**src/rtl/wb_pkg.sv**
```systemverilog
// Shared types for the writeback stage: result-source select and load funct3 codes.
// No logic and no timing of its own.
package wb_pkg;

  typedef enum logic [1:0] {
    RES_ALU = 2'b00,
    RES_MEM = 2'b01,
    RES_PC4 = 2'b10,
    RES_IMM = 2'b11
  } result_src_e;

  localparam logic [2:0] F3_LB  = 3'b000;
  localparam logic [2:0] F3_LH  = 3'b001;
  localparam logic [2:0] F3_LW  = 3'b010;
  localparam logic [2:0] F3_LBU = 3'b100;
  localparam logic [2:0] F3_LHU = 3'b101;

endpackage

```
**src/rtl/writeback_unit_if.sv**
```systemverilog
// M-stage inputs and W-stage outputs of the writeback stage.
// The pipeline control (master) drives M fields; writeback_unit (slave) drives W fields.
interface writeback_unit_if #(
  parameter int XLEN   = 32,
  parameter int REG_AW = 5,
  parameter int CNT_W  = 64
);

  logic              StallW;
  logic              FlushW;
  logic              ValidM;
  logic              RegWriteM;
  logic [1:0]        ResultSrcM;
  logic [2:0]        LoadFunct3M;
  logic [XLEN-1:0]   ALUResultM;
  logic [XLEN-1:0]   ReadDataM;
  logic [XLEN-1:0]   PCPlus4M;
  logic [XLEN-1:0]   ImmExtM;
  logic [REG_AW-1:0] RdM;

  logic              ValidW;
  logic              RegWriteW;
  logic [REG_AW-1:0] RdW;
  logic [XLEN-1:0]   ResultW;
  logic [CNT_W-1:0]  InstretW;

  modport master (
    output StallW, FlushW, ValidM, RegWriteM, ResultSrcM, LoadFunct3M,
           ALUResultM, ReadDataM, PCPlus4M, ImmExtM, RdM,
    input  ValidW, RegWriteW, RdW, ResultW, InstretW
  );

  modport slave (
    input  StallW, FlushW, ValidM, RegWriteM, ResultSrcM, LoadFunct3M,
           ALUResultM, ReadDataM, PCPlus4M, ImmExtM, RdM,
    output ValidW, RegWriteW, RdW, ResultW, InstretW
  );

endinterface

```
**src/rtl/load_extend.sv**
```systemverilog
// Load data alignment and sign/zero extension; purely combinational, zero latency.
// No flow control: output follows the inputs.
module load_extend
  import wb_pkg::*;
#(
  parameter int XLEN = 32
) (
  input  logic [XLEN-1:0] word,
  input  logic [1:0]      off,
  input  logic [2:0]      funct3,
  output logic [XLEN-1:0] ext
);

  logic [7:0]  byte_sel;
  logic [15:0] half_sel;

  // Halfword select uses only off[1]; a misaligned off[0] is silently ignored.
  assign byte_sel = 8'(word >> {off, 3'b000});
  assign half_sel = 16'(word >> {off[1], 4'b0000});

  always_comb begin
    ext = '0;
    case (funct3)
      F3_LB:   ext = {{(XLEN-8){byte_sel[7]}}, byte_sel};
      F3_LBU:  ext = {{(XLEN-8){1'b0}}, byte_sel};
      F3_LH:   ext = {{(XLEN-16){half_sel[15]}}, half_sel};
      F3_LHU:  ext = {{(XLEN-16){1'b0}}, half_sel};
      F3_LW:   ext = word;
      default: ext = '0;
    endcase
  end

endmodule

```
**src/rtl/writeback_unit.sv**
```systemverilog
// MEM/WB register, load extension, result mux, x0-gated write enable and retired counter.
// One cycle M->W latency; StallW holds the register, FlushW (higher priority) loads a bubble.
module writeback_unit
  import wb_pkg::*;
#(
  parameter int XLEN   = 32,
  parameter int REG_AW = 5,
  parameter int CNT_W  = 64
) (
  input  logic            clk,
  input  logic            rst,
  writeback_unit_if.slave wb
);

  logic              valid_q;
  logic              regwrite_q;
  result_src_e       src_q;
  logic [2:0]        funct3_q;
  logic [XLEN-1:0]   alu_q;
  logic [XLEN-1:0]   rdata_q;
  logic [XLEN-1:0]   pc4_q;
  logic [XLEN-1:0]   imm_q;
  logic [REG_AW-1:0] rd_q;
  logic [CNT_W-1:0]  instret_q;
  logic [XLEN-1:0]   load_ext;

  always_ff @(posedge clk or negedge rst) begin
    if (!rst) begin
      valid_q    <= 1'b0;
      regwrite_q <= 1'b0;
      src_q      <= RES_ALU;
      funct3_q   <= '0;
      alu_q      <= '0;
      rdata_q    <= '0;
      pc4_q      <= '0;
      imm_q      <= '0;
      rd_q       <= '0;
    end else if (wb.FlushW) begin
      valid_q    <= 1'b0;
      regwrite_q <= 1'b0;
      src_q      <= RES_ALU;
      funct3_q   <= '0;
      alu_q      <= '0;
      rdata_q    <= '0;
      pc4_q      <= '0;
      imm_q      <= '0;
      rd_q       <= '0;
    end else if (!wb.StallW) begin
      valid_q    <= wb.ValidM;
      regwrite_q <= wb.RegWriteM;
      src_q      <= result_src_e'(wb.ResultSrcM);
      funct3_q   <= wb.LoadFunct3M;
      alu_q      <= wb.ALUResultM;
      rdata_q    <= wb.ReadDataM;
      pc4_q      <= wb.PCPlus4M;
      imm_q      <= wb.ImmExtM;
      rd_q       <= wb.RdM;
    end
  end

  // The instruction in W retires on any unstalled edge, even one that flushes the incoming slot.
  always_ff @(posedge clk or negedge rst) begin
    if (!rst) begin
      instret_q <= '0;
    end else if (valid_q && !wb.StallW) begin
      instret_q <= instret_q + CNT_W'(1);
    end
  end

  load_extend #(.XLEN(XLEN)) u_load_extend (
    .word   (rdata_q),
    .off    (alu_q[1:0]),
    .funct3 (funct3_q),
    .ext    (load_ext)
  );

  always_comb begin
    wb.ResultW = alu_q;
    case (src_q)
      RES_ALU: wb.ResultW = alu_q;
      RES_MEM: wb.ResultW = load_ext;
      RES_PC4: wb.ResultW = pc4_q;
      RES_IMM: wb.ResultW = imm_q;
      default: wb.ResultW = alu_q;
    endcase
  end

  assign wb.ValidW    = valid_q;
  assign wb.RegWriteW = regwrite_q && valid_q && (rd_q != '0);
  assign wb.RdW       = rd_q;
  assign wb.InstretW  = instret_q;

endmodule
```
**src/flat_wrapper.sv**
```systemverilog
// flat-port wrapper written by rule: the top's interface ports become plain ports
module writeback_unit_flat import wb_pkg::*;
#(
  parameter int XLEN   = 32,
  parameter int REG_AW = 5,
  parameter int CNT_W  = 64
)
  (clk, rst, wb_StallW, wb_FlushW, wb_ValidM, wb_RegWriteM, wb_ResultSrcM, wb_LoadFunct3M, wb_ALUResultM, wb_ReadDataM, wb_PCPlus4M, wb_ImmExtM, wb_RdM, wb_ValidW, wb_RegWriteW, wb_RdW, wb_ResultW, wb_InstretW);
  writeback_unit_if #(.XLEN(XLEN), .REG_AW(REG_AW), .CNT_W(CNT_W)) wb_i ();
  input  logic clk;
  input  logic rst;
  input wire logic [$bits(wb_i.StallW)-1:0] wb_StallW;
  input wire logic [$bits(wb_i.FlushW)-1:0] wb_FlushW;
  input wire logic [$bits(wb_i.ValidM)-1:0] wb_ValidM;
  input wire logic [$bits(wb_i.RegWriteM)-1:0] wb_RegWriteM;
  input wire logic [$bits(wb_i.ResultSrcM)-1:0] wb_ResultSrcM;
  input wire logic [$bits(wb_i.LoadFunct3M)-1:0] wb_LoadFunct3M;
  input wire logic [$bits(wb_i.ALUResultM)-1:0] wb_ALUResultM;
  input wire logic [$bits(wb_i.ReadDataM)-1:0] wb_ReadDataM;
  input wire logic [$bits(wb_i.PCPlus4M)-1:0] wb_PCPlus4M;
  input wire logic [$bits(wb_i.ImmExtM)-1:0] wb_ImmExtM;
  input wire logic [$bits(wb_i.RdM)-1:0] wb_RdM;
  output wire logic [$bits(wb_i.ValidW)-1:0] wb_ValidW;
  output wire logic [$bits(wb_i.RegWriteW)-1:0] wb_RegWriteW;
  output wire logic [$bits(wb_i.RdW)-1:0] wb_RdW;
  output wire logic [$bits(wb_i.ResultW)-1:0] wb_ResultW;
  output wire logic [$bits(wb_i.InstretW)-1:0] wb_InstretW;
  assign wb_i.StallW = wb_StallW;
  assign wb_i.FlushW = wb_FlushW;
  assign wb_i.ValidM = wb_ValidM;
  assign wb_i.RegWriteM = wb_RegWriteM;
  assign wb_i.ResultSrcM = wb_ResultSrcM;
  assign wb_i.LoadFunct3M = wb_LoadFunct3M;
  assign wb_i.ALUResultM = wb_ALUResultM;
  assign wb_i.ReadDataM = wb_ReadDataM;
  assign wb_i.PCPlus4M = wb_PCPlus4M;
  assign wb_i.ImmExtM = wb_ImmExtM;
  assign wb_i.RdM = wb_RdM;
  assign wb_ValidW = wb_i.ValidW;
  assign wb_RegWriteW = wb_i.RegWriteW;
  assign wb_RdW = wb_i.RdW;
  assign wb_ResultW = wb_i.ResultW;
  assign wb_InstretW = wb_i.InstretW;
  writeback_unit #(.XLEN(XLEN), .REG_AW(REG_AW), .CNT_W(CNT_W)) u_core (.clk(clk), .rst(rst), .wb(wb_i));
endmodule
```
**config.mk**
```make
export PLATFORM = sky130hd
export DESIGN_NAME = writeback_unit_flat
export DESIGN_NICKNAME = d
export VERILOG_FILES = /design/src/rtl/wb_pkg.sv /design/src/rtl/writeback_unit_if.sv /design/src/rtl/load_extend.sv /design/src/rtl/writeback_unit.sv /design/src/flat_wrapper.sv
export SDC_FILE = /design/constraint.sdc
export NUM_CORES = 1
export LEC_CHECK = 0
export ABC_AREA = 1
export CORE_MARGIN = 1.5
export CORE_UTILIZATION = 51
export CTS_CLUSTER_DIAMETER = 80
export DETAILED_ROUTE_END_ITERATION = 16
export HOLD_SLACK_MARGIN = 0.03
export PLACE_DENSITY = 0.78
export SYNTH_ARGS = -nofsm -noshare
export SYNTH_HDL_FRONTEND = slang
export SYNTH_SLANG_ARGS = --single-unit
```
**constraint.sdc**
```tcl
create_clock -name clk -period 2.2 [get_ports clk]
set_clock_uncertainty 0.15 [all_clocks]
set_input_delay 0.33 -clock clk [delete_from_list [all_inputs] [get_ports clk]]
set_output_delay 0.33 -clock clk [all_outputs]
set_load 0.005 [all_outputs]
```
==> run summary <==
The flow ran to the end, but the final reports show violations. The checks that failed: setup timing. By area the synthesized netlist is led by sky130_fd_sc_hd__dfrtp_1 (47%), sky130_fd_sc_hd__nand2_1 (12%), sky130_fd_sc_hd__nand3_1 (8.4%), sky130_fd_sc_hd__inv_1 (6.0%), sky130_fd_sc_hd__o21ai_0 (4.8%).

The die outline height works out to 149 microns. The headroom to the max-slew limit was 60.3%. Combinational logic burns 15.8% of the power. The number of antenna violations at the first check in global routing came out at 4.

Among all flip-flop cells after synthesis, the most frequent one is sky130_fd_sc_hd__dfrtp_1. For the register-to-register path setup slack, the log shows 200 ps. The cell sitting at the root of the clock tree is a sky130_fd_sc_hd__clkbuf_16. Post-synthesis cell type with the largest combined area: sky130_fd_sc_hd__dfrtp_1.

In the synthesized netlist, the cells that appear most often are sky130_fd_sc_hd__nand2_1 (350), sky130_fd_sc_hd__dfrtp_1 (204), sky130_fd_sc_hd__nand3_1 (181), sky130_fd_sc_hd__inv_1 (173), sky130_fd_sc_hd__o21ai_0 (104). The number of primary I/O pins was 247; the aggregate routed wire length was 38200 microns. Each instance of the synthesized netlist takes up on average 7.66 sq um. Setup repair after global routing could not meet its margin everywhere.

Number of H-tree branching levels: 1. The run gives 150 ps as the worst hold slack. In this run the power density over the cells is 640 nW/um^2.

Final count of negative-setup-slack endpoints: 32. The final worst setup slack is -412 ps, and the growth of design area from synthesis to finish is 40.6%. Summing all multi-input logic gate instances after layout gives 4900 sq um. The number of flops mapped to enable cells by yosys was 0. The number of buffers and inverters on the critical path is 4. The violation count after the first detailed-routing iteration is 1046. Total number of placement rows: 53. Yosys mapped the design onto 35 distinct sky130hd cell types.

Data on the critical path is required at its endpoint by 1720 ps. The routability congestion estimate was 0.918; the slew of the pin with the lowest slew margin was 596 ps. The clock network is responsible for 42.3% of the overall power. The count of port buffers added during placement is 246, and the maximum achievable frequency is 0.383 GHz. The share of total power dissipated in sequential elements is 41.9%. The clock slew seen by the registers of the worst setup and hold paths was 60 ps. Synthesis handed over a netlist of 1409 instances.

Final count of pins violating max slew: 0. Subtracting the final worst setup slack from the clock period gives 2610 ps. The sequential cells in the finished layout cover a total of 5110 sq um. The die covers 22100 sq um. The number of optimization iterations in the first detailed-route pass was 7.

The internal power of the cells totals 7.28 mW. The family with the most delay on the worst path is buffers and inverters. The share of the cycle needed by the critical path after routing was 119%. The region available for standard cell placement spans 20900 sq um. The category of the worst setup path capture point was an output port. The category of the critical setup timing path is register to output port.

The switching share of power is 25.1%, and the share of synthesized area occupied by flip-flops and latches is 47.3%. The logs give 6.89 nW for the leakage dissipation and 0 for the number of design rule violations left after detail routing. The final route contains 11186 vias.

The tools report the number of nets with antenna violations after detailed routing as 0. The clock buffer count from CTS is 22. After routing, the total negative slack on setup checks comes to -10340 ps. The area share of the largest cell type after synthesis came out at 47.3%. The filler cells instantiated in the layout total 1625. In the final layout, the share of cells above drive strength 1 is 14.6%.

Walking the worst path, the cells encountered are o211ai_1 -> nand2_1 -> nand2_2 -> buf_12 -> buf_12 -> buf_4 -> nand3_4 -> a21oi_2 -> nand2_1 -> buf_2. Global routing used 33.9% of the available tracks across all layers. The most frequent cell after synthesis is sky130_fd_sc_hd__nand2_1.

TritonCTS built the clock tree. The startpoint class of the critical path was a register. Effective utilization at floorplan: 51.7%. The count of final hold-check violations is 0, and the routed via count divided by cell count is 5.59.

The tools report the data arrival time at the worst-slack endpoint as 2130 ps. The fraction of synthesis flops using an asynchronous set or reset pin is 100%. The global-route wire length before repair was 58400 microns; the residual overflow from global routing was 0. The largest individual stage delay along the critical path comes from the cell sky130_fd_sc_hd__dfrtp_1. On the worst path, the slowest cell contributes a delay of 440 ps. The synthesized design contains 204 register bits. The logs give 1853 for the final net count and 10938 for the number of global-route vias before repair.

Across the run, the number of max-cap violations was 0. The horizontal die dimension is 149 microns, and the highest net fanout along the worst path is 5. The per-cell routed wire length is 19.1 microns, and the post-synth net total is 1554.

The min-delay analysis places its worst path in the category input pin to register. The switching power was 2.44 mW; the maximum root-to-sink buffer count was 3. Once detailed placement completed, the half-perimeter wirelength came to 26300 microns. The maximum vdd ir drop came out at 0.451 mV. For the synthesized area, the log shows 10800 sq um. For this design, the sink count on the clock tree is 204. Entering global routing, the biggest net connects 141 pins.

Clock latency on the worst-skew pair, taken at its later pin, is 500 ps. The Yosys step of the flow raised 0 warnings.
[metal layers]
metal | routed length, microns | track usage, % | up-vias
met2 | 18600 | 57.5 | 566
met3 | 3440 | 6.53 | 98
met5 | 0 | 0 | -
met1 | 14700 | 42.8 | 5349
li1 | - | - | 5173
met4 | 1590 | 13.0 | 0
[cell type report]
type | count | area share [%]
Antenna cell | 3 | 0.0494
Timing Repair Buffer | 345 | 21.9
Clock inverter | 8 | 0.923
Multi-Input combinational cell | 951 | 32.3
Inverter | 184 | 4.57
Tap cell | 275 | 2.27
Clock buffer | 31 | 4.45
Sequential cell | 204 | 33.6
[logic make-up after synthesis]
kind of cell	synth area share, %
simple gates	29.1
compound gates	11.2
xor+xnor	3.33
flops	47.3
buf+inv	8.99
fa+ha+maj	0.116
[stage by stage]
step	cell area [sq um]	std cells	power [mW]	setup slack, ps	util [%]
3_5_place_dp	13900	1925	5.55	-161	66.8
6_report	15200	2001	9.72	-412	72.7
3_3_place_gp	13900	1925	5.52	-133	66.8
2_1_floorplan	10800	1409	4.67	381	-
4_1_cts	15000	1992	9.73	-408	71.9
5_1_grt	15200	1998	10.1	-509	72.7
[final timing paths]
kind	startpoint	cells past startpoint	end
worst max-delay path	u_core.alu_q[0]$_DFFE_PN0P_	10	wb_ResultW[25]
worst min register to register	u_core.pc4_q[4]$_DFFE_PN0P_	2	u_core.pc4_q[4]$_DFFE_PN0P_
worst min-delay path	wb_StallW	4	u_core.wb.InstretW[60]$_DFFE_PN0P_
worst max register to register	u_core.wb.InstretW[1]$_DFFE_PN0P_	8	u_core.wb.InstretW[58]$_DFFE_PN0P_
min in group asynchronous	rst	2	u_core.imm_q[14]$_DFFE_PN0P_
max in group asynchronous	rst	3	u_core.wb.RdW[1]$_DFFE_PN0P_
[repair_timing]
action,CTS,global route
hold endpoints to repair,54,0
buffers inserted,26,5
hold buffers,1,0
pin swaps,44,33
cloned,2,1
gates resized for setup,191,22
endpoints found under the setup margin,33,32
[state kept, by name, summed over array words and instances (netlist names)]
| name | count |
|---|---|
| u_core.wb.RdW | 5 |
| u_core.regwrite_q | 1 |
| u_core.alu_q | 32 |
| u_core.src_q | 2 |
| u_core.pc4_q | 32 |
| u_core.wb.InstretW | 64 |
| u_core.rdata_q | 32 |
| u_core.imm_q | 32 |
| u_core.wb.ValidW | 1 |
| u_core.funct3_q | 3 |
[cells in the final DEF, fill, tap and decap left out, drive strengths merged, types with 4 or more instances in the layout]
master,synthesis,routed
inv,183,183
o21ai,107,107
xor2,21,21
nor3,10,10
a21oi,48,48
nand4,29,29
o211ai,27,27
bufinv,0,4
o22ai,32,32
nand3,184,184
xnor2,20,20
clkbuf,53,34
dfrtp,204,204
nor2,101,101
buf,17,130
nand3b,9,9
clkdlybuf4s50,0,210
clkinv,1,5
nand2,356,356
[power groups by stage]
stage	clock (mW)	combinational (mW)	sequential, mW
after global routing	4.33	1.65	4.09
after detailed placement	0	1.41	4.13
after CTS	4.18	1.47	4.07
after floorplan	0	0.569	4.10
final	4.11	1.53	4.07
after global placement	0	1.40	4.13
[worst register-to-register path: cells and delay by family (launching register included)]
family | cells | cell delay (ps)
fa+ha+maj | 1 | 270
flops | 1 | 430
simple gates | 7 | 1050
Power figures use the tool's default switching activity.
